<file path="src/rtl/mem_access_unit.sv">
// MAR/MDR front end running single SRAM read/write transactions
// with a fixed wait-state count and a one-cycle ready pulse.
module mem_access_unit #(
    parameter int N    = 16,
    parameter int WAIT = 2
) (
    input  logic         Clk,
    input  logic         Reset_n,
    input  logic [N-1:0] BUS,
    input  logic         LD_MAR,
    input  logic         INC_MAR,
    input  logic         LD_MDR,
    input  logic         START,
    input  logic         RW,
    input  logic [N-1:0] MEM_RDATA,
    output logic [N-1:0] MAR_OUT,
    output logic [N-1:0] MDR_OUT,
    output logic [N-1:0] MEM_WDATA,
    output logic         MEM_CE_n,
    output logic         MEM_OE_n,
    output logic         MEM_WE_n,
    output logic         BUSY,
    output logic         R
);

    localparam int CW = $clog2(WAIT + 1);

    typedef enum logic [1:0] {
        S_IDLE,
        S_ACCESS,
        S_DONE
    } state_t;

    state_t         state_q, state_d;
    logic [CW-1:0]  cnt_q, cnt_d;
    logic [N-1:0]   mar_q, mar_d;
    logic [N-1:0]   mdr_q, mdr_d;
    logic           rw_q, rw_d;
    logic           access;

    always_ff @(posedge Clk or negedge Reset_n) begin
        if (!Reset_n) begin
            state_q <= S_IDLE;
            cnt_q   <= '0;
            mar_q   <= '0;
            mdr_q   <= '0;
            rw_q    <= 1'b0;
        end else begin
            state_q <= state_d;
            cnt_q   <= cnt_d;
            mar_q   <= mar_d;
            mdr_q   <= mdr_d;
            rw_q    <= rw_d;
        end
    end

    always_comb begin
        state_d = state_q;
        cnt_d   = cnt_q;
        mar_d   = mar_q;
        mdr_d   = mdr_q;
        rw_d    = rw_q;
        unique case (state_q)
            S_IDLE, S_DONE: begin
                if (LD_MAR) begin
                    mar_d = BUS;
                end else if (INC_MAR) begin
                    mar_d = mar_q + N'(1);
                end
                if (LD_MDR) begin
                    mdr_d = BUS;
                end
                // Loads above land on the same edge, so the access
                // starts with the freshly loaded MAR/MDR.
                if (START) begin
                    rw_d    = RW;
                    cnt_d   = CW'(WAIT - 1);
                    state_d = S_ACCESS;
                end else begin
                    state_d = S_IDLE;
                end
            end
            S_ACCESS: begin
                if (cnt_q != '0) begin
                    cnt_d = cnt_q - CW'(1);
                end else begin
                    state_d = S_DONE;
                    if (rw_q) begin
                        mdr_d = MEM_RDATA;
                    end
                end
            end
            default: begin
                state_d = S_IDLE;
            end
        endcase
    end

    assign access    = (state_q == S_ACCESS);
    assign MAR_OUT   = mar_q;
    assign MDR_OUT   = mdr_q;
    assign MEM_WDATA = mdr_q;
    assign MEM_CE_n  = !access;
    assign MEM_OE_n  = !(access && rw_q);
    assign MEM_WE_n  = !(access && !rw_q);
    assign BUSY      = access;
    assign R         = (state_q == S_DONE);

endmodule

</file>
<file path="config.mk">
export PLATFORM = sky130hd
export DESIGN_NAME = mem_access_unit
export DESIGN_NICKNAME = d
export VERILOG_FILES = /design/src/rtl/mem_access_unit.sv
export SDC_FILE = /design/constraint.sdc
export NUM_CORES = 1
export LEC_CHECK = 0
export BUFFER_PORTS_ARGS = -buffer_cell sky130_fd_sc_hd__buf_4
export CAP_MARGIN = 20
export CORE_ASPECT_RATIO = 0.75
export CORE_MARGIN = 4
export CORE_UTILIZATION = 38
export DETAILED_ROUTE_END_ITERATION = 8
export PLACE_DENSITY = 0.69
export SLEW_MARGIN = 20
export SYNTH_ARGS = -nofsm -noshare
export SYNTH_HDL_FRONTEND = slang
export SYNTH_SLANG_ARGS = --single-unit
export TNS_END_PERCENT = 1
</file>
<file path="constraint.sdc">
create_clock -name Clk -period 1.53 [get_ports Clk]
set_input_delay 0.2295 -clock Clk [delete_from_list [all_inputs] [get_ports Clk]]
set_output_delay 0.2295 -clock Clk [all_outputs]
set_load 0.02 [all_outputs]
</file>
After elaboration in Yosys (flattened, before gate mapping)
Cells that the tools add are included.
{"block": "word_totals", "input_bits": 39, "reg_bits": 37, "out_inout_bits": 53, "elab_cells": 41}
{"block": "op_classes", "n_eq_ne": 7, "reduce_logical": 15, "mux": 12, "addsub": 2}
{"op": "two-way mux 16 bit", "n": 5}
{"op": "one-hot mux 16 bit (2 select lines)", "n": 1}
{"op": "adder 16 x 1 -> 16 bit (second input constant)", "n": 1}
{"op": "inequality test 2 bit (second input constant)", "n": 4}
{"op": "one-hot mux 2 bit (2 select lines)", "n": 2}
{"op": "two-way mux 2 bit", "n": 3}
{"op": "nonzero test 2 bit", "n": 3}
{"op": "logical NOT 1 bit", "n": 4}
{"op": "AND reduction 2 bit", "n": 2}
{"op": "AND reduction 4 bit", "n": 1}
{"op": "AND reduction 3 bit", "n": 1}
{"op": "== test 2 x 1 -> 1 bit (second input constant)", "n": 1}
{"op": "== test 2 bit (second input constant)", "n": 1}
{"op": "logical AND 1 bit", "n": 2}
{"op": "logical NOT 2 bit", "n": 1}
{"op": "inequality test 2 x 1 -> 1 bit (second input constant)", "n": 1}
{"op": "OR reduction 2 bit", "n": 1}
{"op": "subtractor 2 x 1 -> 2 bit (second input constant)", "n": 1}
{"op": "two-way mux 1 bit", "n": 1}

Depth between registers and ports, before layout
Gate-level depths: netlist of run 1.
{"block": "logic_depth", "depth_word": 4, "depth_mapped": 6, "mapped_depth_nobuf": 5}

Worst setup path before layout of run 1
OpenSTA, ideal clock, no wires.
{"block": "synth_path", "path_kind": "register to register", "start": "register mar_q[0] (netlist: MAR_OUT[0])", "end": "register mar_q[14] (netlist: MAR_OUT[14])", "path_buffers": 0, "required_ns": 1.402, "period_less_slack_ns": 1.621, "stages_incl_launch_ff": 6, "setup_ns": 0.128, "arrival_ns": 1.493, "setup_slack_ns": -0.091, "cell_sequence": "dfrtp_1 -> ha_1 -> nand2_1 -> nor3_2 -> nor4b_1 -> nor3_1"}
{"block": "synth_via", "elab_chain_len": 3}
{"element": "from (decl)", "line_no": "36", "source": "logic [N-1:0] mar_q, mar_d;"}
{"element": "from (signal assigned)", "line_no": "51", "source": "mar_q <= mar_d;"}
{"element": "adder 16 x 1 -> 16 bit", "line_no": "68", "source": "mar_d = mar_q + N'(1);"}
{"element": "two-way mux 16 bit", "line_no": "67", "source": "end else if (INC_MAR) begin"}
{"element": "two-way mux 16 bit", "line_no": "65", "source": "if (LD_MAR) begin"}
No other way between the ends. The select of a mux whose other input is x is not followed.
A chain may end at the register's enable or synchronous reset.

Worst setup path in the final report of run 1
{"block": "layout_path", "start": "register mar_q[12] (netlist: MAR_OUT[12])", "end": "register mar_q[14] (netlist: MAR_OUT[14])"}
Same word-level chain as after synthesis.

==> results by group, run 1 <==
Timing
  – Slew Limit Fails: 0
  – Final Skew: slightly above 9 ps
  – Final Cycle Share: 100%
  – Crit path time final: 1530 ps
  – RSZ-0062 raised after global routing: yes
  – Slew Limit Headroom: around two thirds
  – Total negative slack: -2.32 ps
  – PnR worst setup slack: -2.32 ps
  – Setup Viol. Count Final: 1
  – Endpoints failing hold: 0
  – Highest clock rate: ~650 MHz
  – Slew @ Worst Pin: around 500 ps

Logic synthesis
  – Sequential fraction of the synthesis area: 44.0%
  – Most numerous cell in the Yosys netlist: dfrtp_1
  – Cell taking the most area after synthesis: dfrtp_1
  – Mapped Area: between 2000 and 2500 um2
  – Synth area leaders: dfrtp_1, mux2i_1, o21ai_0, buf_4, nand2_1
  – Mean Syn Cell Area: ~9.1 um2
  – Post-synth EDFFs: 0
  – Most common library cells after synthesis: dfrtp_1, o21ai_0, nand2_1, mux2i_1, buf_4
  – Number of synthesis warnings: 0
  – Syn nets: ~270
  – Syn Inst Count: 231
  – Ys flop type: dfrtp_1
  – Async SR Flop Fraction: 100%
  – Synth cell types: 42
  – Number of synthesized register bits: 37
  – Synth top area share: 44.0%

Global routing
  – GRT Resource Usage Total: 18.0%
  – First-pass GRT wire length: about 9700 um
  – Gr ovfl total: 0
  – Initial antenna violation count: 0
  – Largest net degree at the start of global routing: 38
  – Vias in the first global route: roughly 2000

Clock network
  – CTS tree: built
  – Clk buf depth: 2
  – H-tree Lvls: 2
  – CTS Buf Count: 5
  – Clk_lat worst skew: 290 ps
  – Clock sinks: 37
  – Root Driver: clkbuf_8
  – Clock transition at path regs: roughly 80 ps

Floorplanning
  – Die area: 6800 um2
  – Initial Util: 39.3%
  – I/O pin count: 92
  – Row count: 23
  – Die height: 72.4 um
  – Die X: 93.9 um
  – Total core area: ~5400 um2

Power
  – Pwr dens: between 2000 and 2500 nW/um2
  – Pleak: 0.00148 uW
  – Tot Pwr: 6810 uW
  – Max VDD drop: 0.838 mV

Placed design
  – Post-DP Area: 2920 um2
  – Gpl congestion: approximately 0.88
  – Dpl cells: between 300 and 400
  – Setup WS pre-CTS: 32.7 ps
  – Port bufs: 91
  – Dpl hpwl: 4710 um

Routing
  – Drt drc: 0
  – Via count: roughly 2000
  – DR pass1 iterations: 5
  – DRT Wirelength: ~6000 um
  – Drt via density: about 5
  – Final antenna-violating net count: 0
  – Initial drt markers: about 150
  – Wire per inst: approximately 15 um

Run status
  – Failing checks: negative setup slack
  – Status: finished, violations left

Run
  – Max Cap Violations: 0

Layout
  – ANT cells: 0
  – Final nets: approximately 370
  – Reg area: between 900 and 1000 um2
  – Fin area: between 3000 and 4000 um2
  – Fin cells: roughly 400
  – Share of cells above drive strength 1: 43.9%
  – # fillers: 496
  – Multi-input gate area: roughly 1000 um2
  – Area Growth Syn to Fin: 46.3%

Worst setup path
  – Crit Path Class: register to register
  – CP max stage delay: about 500 ps
  – Arr. time, crit path: between 1500 and 2000 ps
  – WP buf/inv: 0
  – Worst setup EP type: register
  – Worst path top cell family by delay: simple AND/OR/NAND/NOR gates
  – Crit path max fanout: 4
  – Reg2reg setup slack: -2 ps
  – Required time of the critical path: 1690 ps
  – Crit path max-delay cell type: or4_4
  – CP startpoint kind: register
  – Cell breakdown of the critical path: nand2_2 -> or4_4 -> nor4b_1 -> nor3_1

Hold path
  – Hold Crit Class: input pin to register
==> worst paths after layout <==
check                            start          end  depth (start not counted)
setup / recovery           MAR_OUT[12]  MAR_OUT[14]                          4
setup reg to reg           MAR_OUT[12]  MAR_OUT[14]                          4
min in group asynchronous      Reset_n   MDR_OUT[8]                          2
max in group asynchronous      Reset_n   MAR_OUT[8]                          2
hold reg to reg               cnt_q[1]     cnt_q[1]                          1
hold / removal                      RW         rw_q                          2
==> cells by family after synthesis <==
group | share of synthesized area (%)
AND/OR/NAND/NOR | 18.2
flip-flops | 44.0
AO/OA/AOI/OAI | 17.1
buffers and inverters | 9.88
multiplexers | 9.58
adder cells (fa/ha/maj) | 1.19
==> cell usage in the layout (no fill, tap or decap), types with 4 or more instances in the layout <==
cell,n
nor3_1,9
inv_1,9
dfrtp_1,31
nand2_1,25
buf_4,111
clkbuf_8,5
nor2_1,12
o21ai_0,28
dfrtp_2,6
a21oi_1,8
nand3_1,4
mux2i_1,19
==> state kept, by name, indices dropped and copies added (netlist names) <==
register	count
rw_q	1
MDR_OUT	16
state_q	2
cnt_q	2
MAR_OUT	16
==> power breakdown <==
group          switching [uW]  total [uW]  leakage [uW]  internal, uW
Sequential                425        1900      0.000439          1480
Combinational            2310        4230       0.00100          1920
Clock                     362         677     0.0000439           315
==> layout make-up <==
| class | instances | share of cell area (%) |
|---|---|---|
| multi-input combinational | 157 | 33.1 |
| timing repair buffer | 116 | 29.5 |
| tap | 75 | 3.05 |
| inverter | 10 | 1.22 |
| clock buffer | 5 | 2.24 |
| clock inverter | 3 | 0.570 |
| sequential | 37 | 30.3 |
==> worst register-to-register path, cell delays in order, from the launching register on <==
cell and delay [ps]:
dfrtp_1 420, nand2_2 90, or4_4 500, nor4b_1 300, nor3_1 100
==> layer usage <==
metal  routed length (um)  share of wire [%]  track usage, %
met3                  464                7.7            3.73
met1                 2710                 45            25.6
met2                 2830                 47            28.1
met4                   41               0.68            4.49
met5                    0                  0               0
==> repair_timing <==
action	4_1_cts	5_1_grt
endpoints found under the hold margin	37	0
pin swaps	0	3
setup endpoints to repair	5	26
setup buffers	2	0
resized for setup	3	11
hold buffers	1	0
==> stage by stage <==
step	hold slack, ps	utilization [%]
2_1_floorplan	-66.1	-
4_1_cts	166	56.8
3_3_place_gp	229	54.5
6_report	176	57.5
3_5_place_dp	229	54.5
5_1_grt	167	57.5
Power figures use the tool's default switching activity.
==> run 2, diff against run 1 <==
--- a/config.mk
+++ b/config.mk
@@ -12,6 +12,7 @@
 export CORE_UTILIZATION = 38
 export DETAILED_ROUTE_END_ITERATION = 8
 export PLACE_DENSITY = 0.69
+export SKIP_LAST_GASP = 1
 export SLEW_MARGIN = 20
 export SYNTH_ARGS = -nofsm -noshare
 export SYNTH_HDL_FRONTEND = slang
==> results by group, run 2 (same netlist as run 1, synthesis figures left out) <==
Timing
  – Slew Limit Fails: 0
  – Hold WS: about 180 ps
  – Final Skew: between 9 and 10 ps
  – Setup Viol. Count Final: 1
  – Slew Limit Headroom: about two thirds
  – Crit path time final: approximately 1500 ps
  – RSZ-0062 raised after global routing: yes
  – Slew @ Worst Pin: ~490 ps
  – Highest clock rate: between 600 and 700 MHz
  – PnR worst setup slack: -5.38 ps
  – Final Cycle Share: 100%
  – Endpoints failing hold: 0

Layout
  – Most common cell after layout, fill and taps aside: buf_4
  – ANT cells: 0
  – Final nets: around 370
  – Fin area: slightly above 3000 um2
  – Area Growth Syn to Fin: 46.7%
  – Leading cell types in the layout, fill and taps excluded: buf_4, dfrtp_1, o21ai_0
  – Share of cells above drive strength 1: a little over two fifths

Placed design
  – Gpl congestion: 0.878
  – Post-DP Area: 2920 um2
  – Dpl hpwl: around 4700 um
  – Port bufs: ~90

Clock network
  – Clk_lat worst skew: 290 ps
  – Clock transition at path regs: approximately 80 ps
  – CTS tree: built
  – Clk buf depth: 2
  – CTS Buf Count: 5
  – Root Driver: clkbuf_8
  – Clock sinks: 37
  – H-tree Lvls: 2

Global routing
  – Vias in the first global route: 1982
  – Largest net degree at the start of global routing: 38
  – Initial antenna violation count: 0
  – First-pass GRT wire length: between 9000 and 10000 um
  – GRT Resource Usage Total: approximately 18%
  – Gr ovfl total: 0

Worst setup path
  – Crit path max fanout: 3
  – CP startpoint kind: register
  – Arr. time, crit path: 1700 ps
  – Crit Path Class: register to register
  – Worst setup EP type: register
  – Required time of the critical path: approximately 1700 ps

Routing
  – DRT Wirelength: between 6000 and 7000 um
  – Final antenna-violating net count: 0
  – Drt via density: approximately 5
  – Via count: approximately 2000
  – DR pass1 iterations: 5
  – Wire per inst: 15.0 um
  – Initial drt markers: 150
  – Drt drc: 0

Floorplanning
  – I/O pin count: 92
  – Die X: 93.9 um
  – Die area: ~6800 um2
  – Initial Util: between 30 and 40%
  – Row count: 23
  – Die height: just over 70 um
  – Total core area: 5350 um2

Power
  – Tot Pwr: approximately 6800 uW
  – Max VDD drop: 0.835 mV
  – Pleak: approximately 0.0015 uW
  – Pwr dens: ~2200 nW/um2

Run status
  – Failing checks: negative setup slack
  – Status: finished, violations left

Hold path
  – Hold Crit Class: input pin to register

Run
  – Max Cap Violations: 0
## run 2: critical path, stage by stage (launching register included)
cell,delay (ps)
dfrtp_1,400
nand2_1,120
or4_4,500
nor4b_1,300
nor3_1,100
## run 2: cell type report
type | instances | area (um2)
timing repair buffer | 119 | 925
sequential | 37 | 932
fill | 499 | 2270
clock inverter | 3 | 17.5
tap | 75 | 93.8
clock buffer | 5 | 68.8
multi-input combinational | 157 | 1010
inverter | 10 | 37.5
## run 2: worst paths after layout
check / start / endpoint / slack (ps) / depth (start not counted)
worst max register to register: MAR_OUT[12] / MAR_OUT[14] / -5 / 4
worst max-delay path: MAR_OUT[12] / MAR_OUT[14] / -5 / 4
max in group asynchronous: Reset_n / MAR_OUT[9] / 710 / 2
min in group asynchronous: Reset_n / MDR_OUT[8] / 450 / 2
worst min-delay path: RW / rw_q / 180 / 2
worst min register to register: cnt_q[1] / cnt_q[1] / 480 / 1
## run 2: repair_timing
action / in CTS / in global routing
hold buffers: 1 / 0
setup buffers: 2 / 3
pin swaps: 0 / 2
cloned: 0 / 0
setup endpoints to repair: 5 / 26
endpoints found under the hold margin: 37 / 0
gates resized for setup: 2 / 6
## run 2: layer usage
layer | GRT usage [%] | vias up | wire (um)
met5 | 0 | - | 0
met4 | 4.49 | 0 | 40
met3 | 3.73 | 4 | 416
met2 | 28.1 | 73 | 2870
met1 | 25.6 | 938 | 2750
li1 | - | 1007 | -
## run 2: stage by stage
step / setup WS (ps) / cells / setup TNS (ps) / utilization [%]
5_1_grt: -48.1 / 406 / -251 / 57.6
3_5_place_dp: 32.7 / 392 / 0 / 54.5
4_1_cts: -2.53 / 403 / -2.53 / 56.7
3_3_place_gp: 83.1 / 392 / 0 / 54.5
6_report: -5.38 / 406 / -5.38 / 57.6
2_1_floorplan: -23.2 / 231 / -23.2 / -
## run 2: where the power goes
part	leakage [uW]	switching [uW]	total, uW	internal, uW
sequential	0.000440	410	1880	1470
clock	0.0000439	362	677	315
combinational	0.00101	2310	4260	1950
total	0.00150	3090	6820	3730
